`config.mk`:
```
export PLATFORM = sky130hd
export DESIGN_NAME = fb_scanout_read_engine
export DESIGN_NICKNAME = d
export VERILOG_FILES = /design/src/rtl/fb_scanout_read_engine_pkg.sv /design/src/rtl/fb_scanout_read_engine_fifo.sv /design/src/rtl/fb_scanout_read_engine.sv
export SDC_FILE = /design/constraint.sdc
export NUM_CORES = 1
export LEC_CHECK = 0
export CORE_MARGIN = 1
export CORE_UTILIZATION = 45
export CTS_CLUSTER_DIAMETER = 100
export CTS_CLUSTER_SIZE = 40
export DETAILED_ROUTE_END_ITERATION = 7
export GPL_TIMING_DRIVEN = 0
export PLACE_DENSITY = 0.61
export SETUP_SLACK_MARGIN = 0.05
export SYNTH_ARGS = -nofsm -noshare
export SYNTH_HDL_FRONTEND = slang
export SYNTH_SLANG_ARGS = --single-unit
```
`constraint.sdc`:
```
create_clock -name clk -period 9.8 [get_ports clk]
set_input_delay 2.45 -clock clk [delete_from_list [all_inputs] [get_ports clk]]
set_output_delay 2.45 -clock clk [all_outputs]
set_load 0.01 [all_outputs]
```
`src/rtl/fb_scanout_read_engine_pkg.sv`:
```
// ----------------------------------------------------------------------------
// fb_scanout_read_engine_pkg
// Shared definitions for the framebuffer scanout read engine: arbiter
// operation codes, FSM state encodings and a small address helper.
// ----------------------------------------------------------------------------
package fb_scanout_read_engine_pkg;

  localparam logic ARB_OP_READ  = 1'b0;
  localparam logic ARB_OP_WRITE = 1'b1;

  typedef enum logic [1:0] {
    S_IDLE  = 2'd0,
    S_ISSUE = 2'd1,
    S_DRAIN = 2'd2
  } scan_state_e;

  // Next word address; wraps from 16'hFFFF back to 16'h0000.
  function automatic logic [15:0] addr_incr(input logic [15:0] addr);
    return addr + 16'd1;
  endfunction

endpackage

```
`src/rtl/fb_scanout_read_engine_fifo.sv`:
```
// ----------------------------------------------------------------------------
// fb_scanout_read_engine_fifo
// Return-data FIFO. Pushed data is visible at the head on the next cycle.
// Push and pop in the same cycle are allowed when full (and when empty the
// pop is simply ignored).
// Ports:
//   clk        in  clock
//   rst_       in  synchronous active-high reset
//   push       in  write request
//   push_data  in  DATA_WIDTH write data
//   pop        in  read request (ignored when empty)
//   pop_data   out head entry
//   empty      out no entries held
//   count      out number of entries held (0..DEPTH)
// ----------------------------------------------------------------------------
module fb_scanout_read_engine_fifo #(
  parameter int DATA_WIDTH = 32,
  parameter int DEPTH      = 16,
  parameter int LOG2DEPTH  = 4
) (
  input  logic                  clk,
  input  logic                  rst_,
  input  logic                  push,
  input  logic [DATA_WIDTH-1:0] push_data,
  input  logic                  pop,
  output logic [DATA_WIDTH-1:0] pop_data,
  output logic                  empty,
  output logic [LOG2DEPTH:0]    count
);

  localparam logic [LOG2DEPTH:0] FULL_CNT = (LOG2DEPTH+1)'(DEPTH);

  logic [DATA_WIDTH-1:0] mem_r [DEPTH];
  logic [LOG2DEPTH-1:0]  wr_ptr_r;
  logic [LOG2DEPTH-1:0]  rd_ptr_r;
  logic [LOG2DEPTH:0]    count_r;
  logic                  wr_en_s;
  logic                  rd_en_s;

  // A write at full is only taken when the head is leaving in the same cycle.
  assign wr_en_s  = push && ((count_r != FULL_CNT) || (pop && (count_r != '0)));
  assign rd_en_s  = pop && (count_r != '0);
  assign pop_data = mem_r[rd_ptr_r];
  assign empty    = (count_r == '0);
  assign count    = count_r;

  // Storage array; contents need no reset since count gates visibility.
  always_ff @(posedge clk) begin
    if (wr_en_s) begin
      mem_r[wr_ptr_r] <= push_data;
    end
  end

  // Pointer and occupancy bookkeeping.
  always_ff @(posedge clk) begin
    if (rst_) begin
      wr_ptr_r <= '0;
      rd_ptr_r <= '0;
      count_r  <= '0;
    end else begin
      if (wr_en_s) begin
        wr_ptr_r <= wr_ptr_r + {{(LOG2DEPTH-1){1'b0}}, 1'b1};
      end
      if (rd_en_s) begin
        rd_ptr_r <= rd_ptr_r + {{(LOG2DEPTH-1){1'b0}}, 1'b1};
      end
      case ({wr_en_s, rd_en_s})
        2'b10:   count_r <= count_r + {{LOG2DEPTH{1'b0}}, 1'b1};
        2'b01:   count_r <= count_r - {{LOG2DEPTH{1'b0}}, 1'b1};
        default: count_r <= count_r;
      endcase
    end
  end

endmodule

```
`src/rtl/fb_scanout_read_engine.sv`:
```
// ----------------------------------------------------------------------------
// fb_scanout_read_engine
// Reads one framebuffer frame per start pulse through the arbiter client
// interface, gathers the broadcast read returns in a local FIFO and streams
// them to the pixel consumer with an rts/rtr handshake.
//
// Optional feature macro: SCANOUT_UNDERRUN_EN
//   defined     : sticky underrun flag (consumer ready, FIFO empty, busy)
//   not defined : underrun tied low
//
// Ports:
//   clk, rst_                 clock, synchronous active-high reset
//   start / busy / frame_done frame control and status
//   arb_out_*  / arb_in_rtr   read request interface (always op = read)
//   arb_bcast_in_data/_xfc    read return data and per-client valid
//   pix_out_data/_rts, pix_in_rtr  pixel stream to consumer
//   underrun                  sticky underrun indication
// ----------------------------------------------------------------------------
module fb_scanout_read_engine
  import fb_scanout_read_engine_pkg::*;
#(
  parameter logic [15:0] FB_BASE         = 16'h0000,
  parameter logic [15:0] WORDS_PER_FRAME = 16'd9600,
  parameter int          FIFO_DEPTH      = 16,
  parameter int          LOG2DEPTH       = 4
) (
  input  logic        clk,
  input  logic        rst_,
  input  logic        start,
  output logic        busy,
  output logic        frame_done,
  output logic        arb_out_rts,
  input  logic        arb_in_rtr,
  output logic [15:0] arb_out_addr,
  output logic        arb_out_op,
  output logic [3:0]  arb_out_wben,
  output logic [31:0] arb_out_data,
  input  logic [31:0] arb_bcast_in_data,
  input  logic        arb_bcast_in_xfc,
  output logic [31:0] pix_out_data,
  output logic        pix_out_rts,
  input  logic        pix_in_rtr,
  output logic        underrun
);

  localparam logic [LOG2DEPTH+1:0] CREDIT_LIMIT = (LOG2DEPTH+2)'(FIFO_DEPTH);

  scan_state_e          state_r;
  scan_state_e          state_nxt_s;
  logic [15:0]          addr_r;
  logic [15:0]          issued_r;
  logic [LOG2DEPTH:0]   outstanding_r;
  logic [LOG2DEPTH:0]   fifo_count_s;
  logic                 fifo_empty_s;
  logic                 busy_r;
  logic                 frame_done_r;
  logic                 credit_s;
  logic                 accept_s;
  logic                 push_s;
  logic                 pop_s;
  logic                 last_s;
  logic                 start_acc_s;

  // Requests in flight plus queued words never exceed the FIFO size, so
  // every return has a slot waiting for it.
  assign credit_s    = ({1'b0, outstanding_r} + {1'b0, fifo_count_s}) < CREDIT_LIMIT;
  assign arb_out_rts = (state_r == S_ISSUE) && credit_s;
  assign accept_s    = arb_out_rts && arb_in_rtr;
  assign push_s      = arb_bcast_in_xfc && (outstanding_r != '0);
  assign pop_s       = pix_out_rts && pix_in_rtr;
  assign last_s      = (issued_r == (WORDS_PER_FRAME - 16'd1));
  assign start_acc_s = start && (state_r == S_IDLE);

  assign arb_out_addr = addr_r;
  assign arb_out_op   = ARB_OP_READ;
  assign arb_out_wben = 4'b0000;
  assign arb_out_data = 32'd0;
  assign busy         = busy_r;
  assign frame_done   = frame_done_r;
  assign pix_out_rts  = !fifo_empty_s;

  // Next-state logic for the frame sequencer.
  always_comb begin
    state_nxt_s = state_r;
    case (state_r)
      S_IDLE: begin
        if (start) begin
          state_nxt_s = S_ISSUE;
        end else begin
          state_nxt_s = S_IDLE;
        end
      end
      S_ISSUE: begin
        if (accept_s && last_s) begin
          state_nxt_s = S_DRAIN;
        end else begin
          state_nxt_s = S_ISSUE;
        end
      end
      S_DRAIN: begin
        if (outstanding_r == '0) begin
          state_nxt_s = S_IDLE;
        end else begin
          state_nxt_s = S_DRAIN;
        end
      end
      default: state_nxt_s = S_IDLE;
    endcase
  end

  // State register plus registered busy / frame_done status.
  always_ff @(posedge clk) begin
    if (rst_) begin
      state_r      <= S_IDLE;
      busy_r       <= 1'b0;
      frame_done_r <= 1'b0;
    end else begin
      state_r      <= state_nxt_s;
      busy_r       <= (state_nxt_s != S_IDLE);
      frame_done_r <= (state_r == S_DRAIN) && (state_nxt_s == S_IDLE);
    end
  end

  // Request address, issued count and in-flight request count.
  always_ff @(posedge clk) begin
    if (rst_) begin
      addr_r        <= FB_BASE;
      issued_r      <= 16'd0;
      outstanding_r <= '0;
    end else begin
      if (start_acc_s) begin
        addr_r   <= FB_BASE;
        issued_r <= 16'd0;
      end else if (accept_s) begin
        addr_r   <= addr_incr(addr_r);
        issued_r <= issued_r + 16'd1;
      end else begin
        addr_r   <= addr_r;
        issued_r <= issued_r;
      end
      case ({accept_s, push_s})
        2'b10:   outstanding_r <= outstanding_r + {{LOG2DEPTH{1'b0}}, 1'b1};
        2'b01:   outstanding_r <= outstanding_r - {{LOG2DEPTH{1'b0}}, 1'b1};
        default: outstanding_r <= outstanding_r;
      endcase
    end
  end

  fb_scanout_read_engine_fifo #(
    .DATA_WIDTH (32),
    .DEPTH      (FIFO_DEPTH),
    .LOG2DEPTH  (LOG2DEPTH)
  ) u_fifo (
    .clk       (clk),
    .rst_      (rst_),
    .push      (push_s),
    .push_data (arb_bcast_in_data),
    .pop       (pop_s),
    .pop_data  (pix_out_data),
    .empty     (fifo_empty_s),
    .count     (fifo_count_s)
  );

`ifdef SCANOUT_UNDERRUN_EN
  logic underrun_r;

  // Sticky underrun: consumer was ready during a frame but nothing was queued.
  always_ff @(posedge clk) begin
    if (rst_) begin
      underrun_r <= 1'b0;
    end else if (start_acc_s) begin
      underrun_r <= 1'b0;
    end else if (busy_r && pix_in_rtr && !pix_out_rts) begin
      underrun_r <= 1'b1;
    end else begin
      underrun_r <= underrun_r;
    end
  end

  assign underrun = underrun_r;
`else
  assign underrun = 1'b0;
`endif

endmodule
```
# Word level (Yosys, flattened, before mapping)
# Memories as Yosys holds them, arrays and structs flattened. A register that Yosys moved wholly into a read port is not among the register bits.
# Index checks and enable logic that the tools add are counted.
totals:
  mem_count: 1
  out_inout_bits: 90
  mem_bits_rw: 512
  word_cells: 59
  regBits: 54
  input_bits: 38
classes:
  addsub: 9
  mux: 10
  order_cmp: 1
  n_reduce_logical: 21
  eq_ne: 8
mem_list:
  columns: ["memory", "words", "width", "read_ports", "rd_clocked_by_memory_dff", "wr", "line_no", "source"]
  rows:
  - ["u_fifo.mem_r", 16, 32, 1, 1, 1, "fb_scanout_read_engine_fifo.sv:33", "logic [DATA_WIDTH-1:0] mem_r [DEPTH];"]
op_table:
  columns: ["operator", "n"]
  rows:
  - ["$add 16x1->16 const B", 2]
  - ["$pmux 5 s2", 2]
  - ["$eq 16x14->1 const B", 1]
  - ["$add 5x1->5 const B", 2]
  - ["$logic_not 5->1", 2]
  - ["$reduce_bool 5->1", 2]
  - ["$sub 5x1->5 const B", 2]
  - ["$logic_and 1x1->1", 9]
  - ["$add 4x1->4 const B", 2]
  - ["$mux 4", 2]
  - ["$add 5x5->6", 1]
  - ["$eq 2x1->1 const B", 3]
  - ["$eq 2x2->1 const B", 3]
  - ["$lt 6x5->1 const B", 1]
  - ["$pmux 2 s3", 1]
  - ["$reduce_bool 2->1", 3]
  - ["$ne 5x5->1 const B", 1]
  - ["$logic_not 2->1", 2]
  - ["$mux 2", 2]
  - ["$mux 1", 3]
  - ["$reduce_or 2->1", 1]
  - ["$logic_not 1->1", 1]
  - ["$logic_or 1x1->1", 1]

# Depth between registers and ports, before layout
logic_depth:
  word_depth: 9
  depth_mapped: 13
  depth_no_buf: 12

# Modules after synthesis
# Synthesis repeated with hierarchy kept, for this count alone.
hier_totals:
  hier_cells: 1192
  area_unflattened_um2: 22534.1
modules_own_cells:
  columns: ["module", "seq_area_each_um2", "cells_each", "instances", "area_per_inst_um2"]
  rows:
  - ["fb_scanout_read_engine_fifo", 15715.1, 907, 1, 20150.6]
  - ["fb_scanout_read_engine", 820.8, 285, 1, 2383.5]

# Worst setup path after synthesis
# OpenSTA, ideal clock, no wires.
synth_timing:
  path_type: "in2reg"
  startpoint: "in pix_in_rtr"
  endpoint: "mem u_fifo.mem_r[3][0] (enable)"
  cell_stages: 4
  slack_ns: 3.958
  required_ns: 9.339
  n_path_buf: 0
  arrival_ns: 5.381
  setup_time_ns: 0.461
  cell_sequence: "nor2b_1 a221oi_2 nand2_1 nor3_1"
synth_via:
  elab_chain_cells: 6
synth_lines:
  columns: ["element", "line_no", "source"]
  rows:
  - ["from (decl)", "fb_scanout_read_engine.sv:42", "input logic pix_in_rtr,"]
  - ["$logic_and 1x1->1", "fb_scanout_read_engine.sv:70", "assign pop_s = pix_out_rts && pix_in_rtr;"]
  - ["$logic_and 1x1->1", "fb_scanout_read_engine_fifo.sv:41", "assign wr_en_s = push && ((count_r != FULL_CNT) || (pop && (count_r != '0)));"]
  - ["$logic_or 1x1->1", "fb_scanout_read_engine_fifo.sv:41", null]
  - ["$logic_and 1x1->1", "fb_scanout_read_engine_fifo.sv:41", null]
  - ["$mux 1", "fb_scanout_read_engine_fifo.sv:49", "if (wr_en_s) begin"]
  - ["$mux 1 (not written as such)", "fb_scanout_read_engine_fifo.sv:50", "mem_r[wr_ptr_r] <= push_data;"]
  - ["to (decl)", "fb_scanout_read_engine_fifo.sv:33", null]
# Every way passes these cells.

==> metrics.txt <==
# TYPE chip_impl_metric gauge
chip_impl_info{name="run_status",value="complete, no violations"} 1
chip_impl_metric{name="floorplan.die.height",unit="um"} 225
chip_impl_info{name="dr.max_layer_used",value="met5"} 1
chip_impl_metric{name="max_freq",unit="GHz"} 0.163
chip_impl_info{name="cp_cell_sequence",value="clkbuf_1 > clkbuf_1 > mux4_2 > mux4_2 > clkdlybuf4s50_1"} 1
chip_impl_metric{name="powerDensity",unit="nW/um^2"} 205
chip_impl_metric{name="drt_wl_total",unit="um"} 46900
chip_impl_info{name="setup.worst_path.end_class",value="output port"} 1
chip_impl_metric{name="critPathMaxFanout",unit=""} 10
chip_impl_info{name="top_reg_cell_synth",value="edfxtp_1"} 1
chip_impl_metric{name="p_leak",unit="uW"} 0.00779
chip_impl_info{name="unrepaired_setup_endpoints_after_global_routing",value="no"} 1
chip_impl_metric{name="route.vias.total",unit=""} 10600
chip_impl_metric{name="power",unit="uW"} 5210
chip_impl_metric{name="max_stage_delay",unit="ns"} 0.75
chip_impl_info{name="yosysTopAreaCell",value="edfxtp_1"} 1
chip_impl_info{name="worst_r2r_dst",value="outstanding_r[4]"} 1
chip_impl_metric{name="critical_path_arrival",unit="ns"} 3.70
chip_impl_info{name="yosysMostFrequentCell",value="edfxtp_1"} 1
chip_impl_info{name="worst_reg2reg_path_startpoint",value="u_fifo.count[4]"} 1
chip_impl_metric{name="post-synth-top-area-fraction",unit=""} 0.685
chip_impl_metric{name="cts_hold_buffers",unit=""} 0
chip_impl_metric{name="vdd_drop_max",unit="mV"} 0.125
chip_impl_info{name="cts_tree",value="done"} 1
chip_impl_metric{name="maximum_number_of_pins_on_one_net_before_global_route_repair",unit=""} 41
chip_impl_metric{name="die_width",unit="um"} 225
chip_impl_metric{name="htreeDepth",unit=""} 1
chip_impl_metric{name="finalNetCount",unit=""} 1329
chip_impl_metric{name="setup_viol_count_final",unit=""} 0
chip_impl_metric{name="detail_route.wirelength.met1",unit="um"} 20800
chip_impl_metric{name="ant_nets",unit=""} 0
chip_impl_metric{name="max-slew-margin-rel",unit=""} 0.245
chip_impl_metric{name="drive_above_1_share",unit=""} 0.226
chip_impl_metric{name="number_of_distinct_library_cell_variants_in_the_gate_level_netlist_after_synthesis",unit=""} 47
chip_impl_metric{name="hold-worst-slack",unit="ns"} 0.511
chip_impl_metric{name="flow.area_growth_from_synthesis",unit="%"} 13.3
chip_impl_metric{name="fin_crit",unit="ns"} 6.15
chip_impl_metric{name="finalWeightedCongestion",unit=""} 0.739
chip_impl_info{name="hold_path_class",value="reg -> reg"} 1
chip_impl_metric{name="placement.setup.worst_slack",unit="ns"} 4.03
chip_impl_metric{name="core_region_area",unit="um^2"} 49100
chip_impl_metric{name="place_hpwl",unit="um"} 29800
chip_impl_metric{name="synth.avg_cell_area",unit="um^2"} 20.5
chip_impl_metric{name="cts-buffers-inserted",unit=""} 19
chip_impl_metric{name="global_route.overflow_total",unit=""} 0
chip_impl_metric{name="detailroute.wirelength.met3",unit="um"} 1930
chip_impl_metric{name="setup_tns",unit="ns"} 0
chip_impl_metric{name="drt_first_pass_iters",unit=""} 4
chip_impl_metric{name="crit_required",unit="ns"} 7.35
chip_impl_metric{name="pin_slew_with_the_least_headroom_to_its_limit",unit="ns"} 1.13
chip_impl_metric{name="synthesized_flop_and_latch_total",unit=""} 570
chip_impl_metric{name="via_count_of_the_first_global_routing_pass",unit=""} 10700
chip_impl_metric{name="clk-insertion-delay-late",unit="ns"} 0.57
chip_impl_metric{name="ys.warnings.count",unit=""} 0
chip_impl_metric{name="fin_ws",unit="ns"} 3.65
chip_impl_metric{name="number_of_pins_with_negative_max_slew_slack_in_the_final_report",unit=""} 0
chip_impl_metric{name="cts.reportedPaths.clkPinSlew",unit="ns"} 0.14
chip_impl_metric{name="place.port_buffers",unit=""} 89
chip_impl_metric{name="yosysSeqAreaShare",unit=""} 0.737
chip_impl_metric{name="timing_hold_violations_final",unit=""} 0
chip_impl_metric{name="max-clock-path-buffers",unit=""} 3
chip_impl_metric{name="worst-r2r-setup-slack",unit="ns"} 5.97
chip_impl_metric{name="finish.utilization",unit=""} 0.518
chip_impl_metric{name="worst_r2r_path_depth",unit=""} 13
chip_impl_metric{name="num_io_pins",unit=""} 128
chip_impl_info{name="clock_tree.root_cell",value="clkbuf_16"} 1
chip_impl_info{name="endpoint_of_the_most_critical_setup_path",value="pix_out_data[0]"} 1
chip_impl_info{name="yosys-top-cells-count",value="512 x edfxtp_1, 160 x mux4_2, 59 x nor2_1, 58 x dfxtp_1, 39 x buf_4"} 1
chip_impl_metric{name="drtIter0Drc",unit=""} 905
chip_impl_metric{name="effective_utilization_at_floorplan",unit=""} 0.458
chip_impl_metric{name="grt_pass1_wl",unit="um"} 69200
chip_impl_metric{name="synth_edf_count",unit=""} 512
chip_impl_metric{name="cap_violations",unit=""} 0
chip_impl_info{name="cp-start-kind",value="register"} 1
chip_impl_metric{name="clock_skew",unit="ns"} 0.0297
chip_impl_metric{name="ctsResizeCount",unit=""} 0
chip_impl_metric{name="grt_antenna_before_repair",unit=""} 2
chip_impl_metric{name="num_rows",unit=""} 81
chip_impl_info{name="timing_worst_setup_path_type",value="reg -> out"} 1
chip_impl_info{name="crit_path_top_delay_cell",value="clkbuf_1"} 1
chip_impl_metric{name="total_length_of_routed_met2_wires",unit="um"} 23500
chip_impl_metric{name="synth-async-reset-ratio",unit=""} 0
chip_impl_metric{name="postCtsSetupBuffers",unit=""} 0
chip_impl_metric{name="wire_per_inst",unit="um"} 24.2
chip_impl_info{name="synth.top_cells.by_area",value="edfxtp_1 68%, mux4_2 16%, dfxtp_1 5.2%"} 1
chip_impl_metric{name="dieArea",unit="um^2"} 50800
chip_impl_metric{name="drt_drc_violations_left",unit=""} 0
chip_impl_metric{name="min_period_over_period",unit=""} 0.628
chip_impl_metric{name="routed_via_density",unit=""} 5.49
chip_impl_metric{name="netlist_instances",unit=""} 1096
chip_impl_metric{name="syn-cell-area",unit="um^2"} 22400
chip_impl_metric{name="global_route.usage.total",unit=""} 0.187
chip_impl_metric{name="numClockSinks",unit=""} 570
-- cell usage in the layout, fill, tap and decap left out, types with 20 or more instances in the layout --
cell	Yosys	layout
edfxtp_1	512	512
mux4_2	160	160
clkdlybuf4s50_1	0	89
dfxtp_1	58	58
nor2_1	59	47
buf_4	39	40
conb_1	1	38
clkbuf_1	33	33
xnor2_1	29	29
nand2_1	26	26
clkbuf_16	0	20
-- state kept, by name (all words and copies together) (netlist names), named ones only --
| name | count |
|---|---|
| frame_done | 1 |
| u_fifo.rd_ptr_r | 4 |
| u_fifo.mem_r | 512 |
| outstanding_r | 5 |
| state_r | 2 |
| u_fifo.wr_ptr_r | 4 |
| arb_out_addr | 16 |
| busy | 1 |
| issued_r | 16 |
| u_fifo.count | 5 |
-- metrics by stage --
stage	std cells	area [um^2]
2_1_floorplan	1133	22600
3_3_place_gp	1886	24300
3_5_place_dp	1914	24900
4_1_cts	1939	25400
5_1_grt	1939	25400
6_report	1940	25400
-- critical path, delay by kind of cell (launching register included) --
family	cells	cell delay (ns)
buffers and inverters	3	1.79
multiplexers	2	0.98
flip-flops	1	0.37
-- layout make-up --
cell class / count / area (um^2)
diodes: 1 / 2.50
plain buffers: 87 / 490
clock buffers: 20 / 500
clock inverters: 5 / 77.6
fillers: 3965 / 23600
inverters: 13 / 48.8
multi-input cells: 463 / 5620
flip-flops and latches: 570 / 16500
well taps: 664 / 831
repair buffers: 117 / 1330
-- worst min-delay path by stage --
stage                           startpoint  depth (start not counted)                to
after floorplan               issued_r[14]                          2      issued_r[14]
after global placement    arb_out_addr[15]                          2  arb_out_addr[15]
after detailed placement  arb_out_addr[15]                          2  arb_out_addr[15]
after CTS                 arb_out_addr[15]                          2  arb_out_addr[15]
after global routing      arb_out_addr[15]                          2  arb_out_addr[15]
final                     arb_out_addr[15]                          2  arb_out_addr[15]
-- metal layers --
metal	vias up	track usage
met5	-	0
met3	32	0.0236
met1	5707	0.268
met4	4	0.0276
met2	191	0.315
li1	4713	-
-- power by group --
group	switching (uW)	total, uW	internal (uW)
sequential	42.3	2790	2740
combinational	642	1320	680
clock	711	1100	391
-- kinds of logic (layout without fill, tap and decap cells) --
logic type,Yosys count,in the layout,share of synthesized area
buf+inv,100,242,0.0240
xor+xnor,37,37,0.0144
other cells,1,39,0.000167
fa+ha+maj,20,20,0.0118
simple gates,161,161,0.0373
compound gates,39,39,0.0109
mux,168,168,0.165
flops,570,570,0.737
Power figures use the tool's default switching activity.
